<file path="config.mk">
export PLATFORM = sky130hd
export DESIGN_NAME = seven_seg_scan
export DESIGN_NICKNAME = d
export VERILOG_FILES = /design/src/rtl/seven_seg_pkg.sv /design/src/rtl/seven_seg_lz_mask.sv /design/src/rtl/seven_seg_scan.sv
export SDC_FILE = /design/constraint.sdc
export NUM_CORES = 1
export LEC_CHECK = 0
export CAP_MARGIN = 20
export CORE_ASPECT_RATIO = 1.75
export CORE_MARGIN = 2
export CORE_UTILIZATION = 25
export DETAILED_ROUTE_END_ITERATION = 10
export HOLD_SLACK_MARGIN = 0.02
export PLACE_DENSITY = 0.45
export RECOVER_POWER = 100
export SLEW_MARGIN = 20
export SYNTH_ARGS = -nofsm -noshare
export SYNTH_HDL_FRONTEND = slang
export SYNTH_SLANG_ARGS = --single-unit
</file>
<file path="constraint.sdc">
create_clock -name clk -period 2.7 [get_ports clk]
set_clock_uncertainty 0.1 [all_clocks]
set_input_delay 0.27 -clock clk [delete_from_list [all_inputs] [get_ports clk]]
set_output_delay 0.27 -clock clk [all_outputs]
set_load 0.05 [all_outputs]
</file>
<file path="src/rtl/seven_seg_pkg.sv">
// -----------------------------------------------------------------------------
// seven_seg_pkg
// Shared constants and the hex-to-glyph decode for the seven-segment scanner.
//   SEG_BLANK  : all segments off (active-low).
//   GLYPHS     : 16 active-low {a..g} glyphs. Entry n is the glyph for hex digit n.
//   hex_to_seg : nibble -> active-low segment pattern. The table is total, so the
//                function needs no default.
// -----------------------------------------------------------------------------
package seven_seg_pkg;

    localparam logic [6:0] SEG_BLANK = 7'h7F;

    // Packed so that GLYPHS[n] selects the glyph for hex digit n.
    localparam logic [15:0][6:0] GLYPHS = {
        7'b0111000,  // F
        7'b0110000,  // E
        7'b1000010,  // d
        7'b0110001,  // C
        7'b1100000,  // b
        7'b0001000,  // A
        7'b0000100,  // 9
        7'b0000000,  // 8
        7'b0001111,  // 7
        7'b0100000,  // 6
        7'b0100100,  // 5
        7'b1001100,  // 4
        7'b0000110,  // 3
        7'b0010010,  // 2
        7'b1001111,  // 1
        7'b0000001   // 0
    };

    function automatic logic [6:0] hex_to_seg(input logic [3:0] nib);
        return GLYPHS[nib];
    endfunction

endpackage

</file>
<file path="src/rtl/seven_seg_lz_mask.sv">
// -----------------------------------------------------------------------------
// seven_seg_lz_mask
// Purely combinational leading-zero mask.
//   i_nibbles : N_DIGITS packed hex digits, nibble 0 is least significant.
//   i_lz_en   : 1 enables leading-zero blanking.
//   o_mask    : bit i set when digit i is a leading zero, i.e. every nibble from
//               i up to the top is zero. Bit 0 is never set so a zero value still
//               shows a single "0".
// -----------------------------------------------------------------------------
module seven_seg_lz_mask
    import seven_seg_pkg::*;
#(
    parameter int N_DIGITS = 4
) (
    input  logic [4*N_DIGITS-1:0] i_nibbles,
    input  logic                  i_lz_en,
    output logic [N_DIGITS-1:0]   o_mask
);

    logic w_zero_run;

    // Walk from the most significant digit down; w_zero_run stays 1 only while
    // every nibble seen so far (this one included) is zero.
    always_comb begin
        o_mask     = '0;
        w_zero_run = 1'b1;
        for (int i = N_DIGITS - 1; i >= 0; i--) begin
            w_zero_run = w_zero_run & (i_nibbles[4*i +: 4] == 4'h0);
            if (i != 0) begin
                o_mask[i] = i_lz_en & w_zero_run;
            end
        end
    end

endmodule

</file>
<file path="src/rtl/seven_seg_scan.sv">
// -----------------------------------------------------------------------------
// seven_seg_scan
// Time-multiplexed driver for an N-digit common-anode seven-segment display.
// Each digit gets a slot of REFRESH_DIV clocks; the first BLANK_CYCLES of every
// slot drive all anodes off to avoid ghosting. Inputs are captured into shadow
// registers at the start of each frame so a changing value never shows torn.
//   clk         : system clock
//   reset       : asynchronous active-high reset
//   value       : packed hex digits, value[3:0] is digit 0 (rightmost)
//   dp_in       : per-digit decimal point request, 1 = lit
//   digit_en    : per-digit enable, 0 = anode never driven
//   lz_suppress : 1 enables leading-zero blanking
//   seg         : active-low segments {a..g}, seg[6] = a
//   dp          : active-low decimal point
//   an          : digit anodes, polarity from ANODE_ACTIVE_LOW
//   frame_tick  : one-cycle pulse following each shadow load
// -----------------------------------------------------------------------------
module seven_seg_scan
    import seven_seg_pkg::*;
#(
    parameter int N_DIGITS         = 4,
    parameter int REFRESH_DIV      = 50000,
    parameter int BLANK_CYCLES     = 64,
    parameter int ANODE_ACTIVE_LOW = 1
) (
    input  logic                  clk,
    input  logic                  reset,
    input  logic [4*N_DIGITS-1:0] value,
    input  logic [N_DIGITS-1:0]   dp_in,
    input  logic [N_DIGITS-1:0]   digit_en,
    input  logic                  lz_suppress,
    output logic [6:0]            seg,
    output logic                  dp,
    output logic [N_DIGITS-1:0]   an,
    output logic                  frame_tick
);

    localparam int CNT_W = $clog2(REFRESH_DIV);
    localparam int IDX_W = (N_DIGITS > 1) ? $clog2(N_DIGITS) : 1;

    localparam logic [CNT_W-1:0]    CNT_LAST  = CNT_W'(REFRESH_DIV - 1);
    localparam logic [CNT_W-1:0]    CNT_BLANK = CNT_W'(BLANK_CYCLES);
    localparam logic [IDX_W-1:0]    IDX_LAST  = IDX_W'(N_DIGITS - 1);
    localparam bit                  AN_LOW    = (ANODE_ACTIVE_LOW != 0);
    localparam logic [N_DIGITS-1:0] AN_OFF    = AN_LOW ? {N_DIGITS{1'b1}} : {N_DIGITS{1'b0}};

    // Scan state
    logic [CNT_W-1:0]      r_cnt;
    logic [IDX_W-1:0]      r_idx;

    // Shadow copies of the inputs, refreshed once per frame
    logic [4*N_DIGITS-1:0] r_value;
    logic [N_DIGITS-1:0]   r_dp;
    logic [N_DIGITS-1:0]   r_en;
    logic                  r_lz;

    // Registered outputs
    logic [6:0]            r_seg;
    logic                  r_dp_out;
    logic [N_DIGITS-1:0]   r_an;
    logic                  r_frame_tick;

    logic [N_DIGITS-1:0]   w_lz_mask;
    logic [N_DIGITS-1:0]   w_onehot;
    logic [3:0]            w_nib;
    logic                  w_dp_sel;
    logic                  w_suppress;
    logic                  w_blank;
    logic                  w_frame_start;
    logic [6:0]            w_seg_nxt;
    logic                  w_dp_nxt;
    logic [N_DIGITS-1:0]   w_an_nxt;

    seven_seg_lz_mask #(
        .N_DIGITS (N_DIGITS)
    ) u_lz_mask (
        .i_nibbles (r_value),
        .i_lz_en   (r_lz),
        .o_mask    (w_lz_mask)
    );

    assign w_frame_start = (r_idx == '0) && (r_cnt == '0);
    assign w_blank       = (r_cnt < CNT_BLANK);

    // Select the current digit's shadow data with an explicit compare per digit,
    // so a non-power-of-two N_DIGITS never indexes past the vectors.
    always_comb begin
        w_nib      = 4'h0;
        w_dp_sel   = 1'b0;
        w_suppress = 1'b1;
        w_onehot   = '0;
        for (int i = 0; i < N_DIGITS; i++) begin
            if (r_idx == IDX_W'(i)) begin
                w_nib       = r_value[4*i +: 4];
                w_dp_sel    = r_dp[i];
                w_suppress  = ~r_en[i] | w_lz_mask[i];
                w_onehot[i] = 1'b1;
            end
        end
    end

    always_comb begin
        if (w_blank || w_suppress) begin
            w_seg_nxt = SEG_BLANK;
            w_dp_nxt  = 1'b1;
            w_an_nxt  = AN_OFF;
        end else begin
            w_seg_nxt = hex_to_seg(w_nib);
            w_dp_nxt  = ~w_dp_sel;
            w_an_nxt  = AN_LOW ? ~w_onehot : w_onehot;
        end
    end

    always_ff @(posedge clk or posedge reset) begin
        if (reset) begin
            r_cnt        <= '0;
            r_idx        <= '0;
            r_value      <= '0;
            r_dp         <= '0;
            r_en         <= '0;
            r_lz         <= 1'b0;
            r_seg        <= SEG_BLANK;
            r_dp_out     <= 1'b1;
            r_an         <= AN_OFF;
            r_frame_tick <= 1'b0;
        end else begin
            if (r_cnt == CNT_LAST) begin
                r_cnt <= '0;
                r_idx <= (r_idx == IDX_LAST) ? '0 : r_idx + IDX_W'(1);
            end else begin
                r_cnt <= r_cnt + CNT_W'(1);
            end

            // Frame start always lies inside the blank window, so swapping the
            // shadow here cannot disturb a lit digit.
            if (w_frame_start) begin
                r_value <= value;
                r_dp    <= dp_in;
                r_en    <= digit_en;
                r_lz    <= lz_suppress;
            end
            r_frame_tick <= w_frame_start;

            r_seg    <= w_seg_nxt;
            r_dp_out <= w_dp_nxt;
            r_an     <= w_an_nxt;
        end
    end

    assign seg        = r_seg;
    assign dp         = r_dp_out;
    assign an         = r_an;
    assign frame_tick = r_frame_tick;

endmodule

</file>
==> results.py <==
metrics = {
    "run_status": {
        "status": "complete, no violations",
    },
    "routing": {
        "drc": 0,
        "wl_per_cell_microns": 15.85,
        "drt_iter0_markers": 68,
        "wl_microns": 6659,
        "vias_per_cell": 4.671,
        "firstDrtPassIters": 4,
        "ant_nets": 0,
        "dr_total_vias": 1962,
    },
    "worst_hold_path": {
        "min_path_cells": 1,
        "holdPathEnd": "r_cnt[13]",
        "hold_start": "r_cnt[13]",
        "hold_class": "reg2reg",
    },
    "clock_network": {
        "clk_latency_ps": 290,
        "htreeDepth": 2,
        "post-cts-setup-buffers": 0,
        "cts_tree": "done",
        "cts_resized": 0,
        "cts_buffer_depth": 2,
        "postCtsHoldBufs": 0,
        "clock_sinks": 56,
        "cts_made_buffers": 5,
        "clk_pin_slew_ps": 70,
        "cts-root-buf": "clkbuf_16",
    },
    "critical_path": {
        "cp_max_fo": 28,
        "crit_type": "reg2reg",
        "path_delay_family": "simple AND/OR/NAND/NOR gates",
        "required_ps": 2780,
        "worstReg2RegStart": "r_cnt[13]",
        "cp-end-kind": "flop",
        "r2r-end": "r_value[15]",
        "cp_data_arrival_time_ps": 2580,
        "critical_path.cell_chain": "or4_1 -> nor4_4 -> and4_1 -> clkbuf_4 -> mux2_2",
        "cp.buffers_inverters": 1,
        "reg2regPathDepth": 5,
        "crit_slowest_cell": "or4_1",
        "slowest_delay_ps": 590,
        "cp.depth": 5,
        "start_kind": "flop",
        "timing.reg2reg.setup_slack_ps": 200,
    },
    "yosys": {
        "synth.largest_area_cell": "dfrtp_1",
        "netlist-cell-type-count": 50,
        "syn-cell-area_sq_mm": 0.002808,
        "syn_inst": 244,
        "synth_top_area_share_pct": 39.22,
        "ys_top_cells_by_area": "dfrtp_1 39%, dfstp_2 11%, ha_1 5.3%",
        "syn_area_per_cell_sq_um": 11.51,
        "synth_edf_count": 0,
        "ys_ff_latch": 56,
        "synth-main-ff-cell": "dfrtp_1",
        "syn_nets": 283,
        "postSynth.asyncResetShare_pct": 100.0,
        "ys_warn_count": 0,
        "yosysSeqAreaShare_pct": 50.45,
    },
    "final_layout": {
        "syn_to_final_growth_pct": 23.17,
        "fin_nets": 326,
        "instances_no_fill": 420,
        "design_area_sq_mm": 0.003458,
        "drive_gt1_share_pct": 12.50,
        "antenna_cells": 0,
    },
    "grt": {
        "grt_overflow_total": 0,
        "antenna_found_initial": 0,
        "grt_pass1_wl_microns": 11000,
        "grt_max_degree": 32,
        "grt_pass1_vias": 2144,
        "grt_use_total_pct": 11.91,
    },
    "sta": {
        "tns_ps": 0,
        "min_period_ps": 2499,
        "final-setup-viol-count": 0,
        "hold_viol_final": 0,
        "worstMarginPinSlew_ps": 984.9,
        "finalMaxSlewViolations": 0,
        "fmax_ghz": 0.4002,
        "post-route-period-util_pct": 92.55,
        "rsz0062_at_grt": "false",
        "relSlewSlack_pct": 34.27,
    },
    "placement": {
        "io_buffers": 39,
        "gp_congestion": 0.7452,
        "dp_hpwl_microns": 5186,
        "dpl_cell_area_sq_mm": 0.003367,
        "dp_cells": 412,
    },
    "die": {
        "core_area_sq_mm": 0.01104,
        "initial_core_util_pct": 25.43,
        "io_pins": 40,
        "die_y_microns": 144.2,
        "rows": 51,
        "die_w_microns": 84.11,
        "die-area_sq_mm": 0.01213,
    },
    "power": {
        "p_per_area_mw_per_mm2": 496.7,
        "leakagePower_nw": 1.408,
        "ir_drop_mv": 0.2529,
        "power.total_w": 0.001718,
    },
    "run": {
        "drv_cap": 0,
    },
}
## area by class of cell
class | instances | area, sq um
fillers | 1145 | 7581
repair buffers | 46 | 436.7
multi-input cells | 168 | 1239
inverters | 10 | 37.54
clock inverters | 2 | 35.03
well taps | 132 | 165.2
flip-flops and latches | 56 | 1416
clock buffers | 6 | 128.9
## sequential cells by signal, summed over array words and instances, names as in the netlist
register and cells:
r_lz 1, frame_tick 1, r_dp 4, seg 7, dp 1, r_value 16
r_en 4, r_cnt 16, an 4, r_idx 2
## synth_stat cells, types with 2 or more instances
library cell	n
o21ai_0	6
and3b_1	2
mux2_2	8
a211oi_1	4
a21oi_1	4
or4_1	3
mux2_1	5
a311o_1	2
nor3b_1	4
nand2b_1	2
ha_1	12
and3_1	2
nand3_1	12
dfrtp_1	44
nand2_1	24
nand3b_1	6
nor3_1	3
dfstp_2	12
xor2_1	10
nand4_1	2
nor2b_1	3
mux2i_1	2
nor2_1	17
nor4_1	3
clkbuf_1	5
mux2_4	10
xnor2_1	4
inv_1	10
o22ai_1	2
## logic make-up (layout without fill, tap and decap cells)
| group | count (synthesis) | after routing | synth area share (%) |
|---|---|---|---|
| adders and majority gates | 12 | 12 | 5.347 |
| muxes | 25 | 25 | 11.27 |
| DFF | 56 | 56 | 50.45 |
| AOI/OAI and AO/OA | 27 | 27 | 6.952 |
| xor gates and xnor gates | 14 | 14 | 4.367 |
| and+or+nand+nor | 90 | 90 | 17.65 |
| buffers and inverters | 20 | 64 | 3.966 |
## worst max path at each step
stage	slack, ps	from	endpoint
floorplan	220	r_idx[0]	seg[4]
finish	200	r_cnt[13]	r_value[15]
global route	4	r_idx[0]	seg[4]
detailed placement	230	r_idx[0]	seg[4]
global placement	260	r_idx[1]	seg[0]
CTS	210	r_idx[1]	seg[0]
## stage by stage
step / worst slack (ps) / util [%] / hold WS [ps]
global route: 4.226 / 31.33 / 431.7
CTS: 214.4 / 31.98 / 284.2
global placement: 263.3 / 30.50 / 378.8
finish: 201.0 / 31.33 / 385.5
detailed placement: 231.9 / 30.50 / 384.2
floorplan: 219.2 / - / 286.8
## placed cells by master (no fill, tap or decap), drive strengths merged, types with 6 or more instances in the layout
master	n
nor2	17
o21ai	6
clkdlybuf4s50	25
mux2	23
xor2	10
nand2	24
dlygate4sd3	14
ha	12
clkbuf	9
nand3b	6
dfstp	12
inv	10
dfrtp	44
nand3	12
## report_power, final
| part | leakage (nW) | internal (W) | switching, W | total (W) |
|---|---|---|---|---|
| combinational | 0.659 | 0.0000627 | 0.0000543 | 0.000117 |
| clock | 0.0808 | 0.000437 | 0.000290 | 0.000727 |
| sequential | 0.669 | 0.000859 | 0.0000153 | 0.000874 |
## metal layers
layer,part of all wire [%],track usage [%],wire length (microns),up-vias
li1,-,-,-,940
met1,34,11.47,2283,978
met2,60,23.93,3999,34
met3,3.0,2.283,198,10
met4,2.7,5.178,178,0
met5,0,0,0,-
## worst register-to-register path, cell delays in order (launching register included)
cell,delay [ps]
dfrtp_1,400
or4_1,590
nor4_4,300
and4_1,230
clkbuf_4,390
mux2_2,390
No activity file was read; power rests on OpenSTA's default activity.
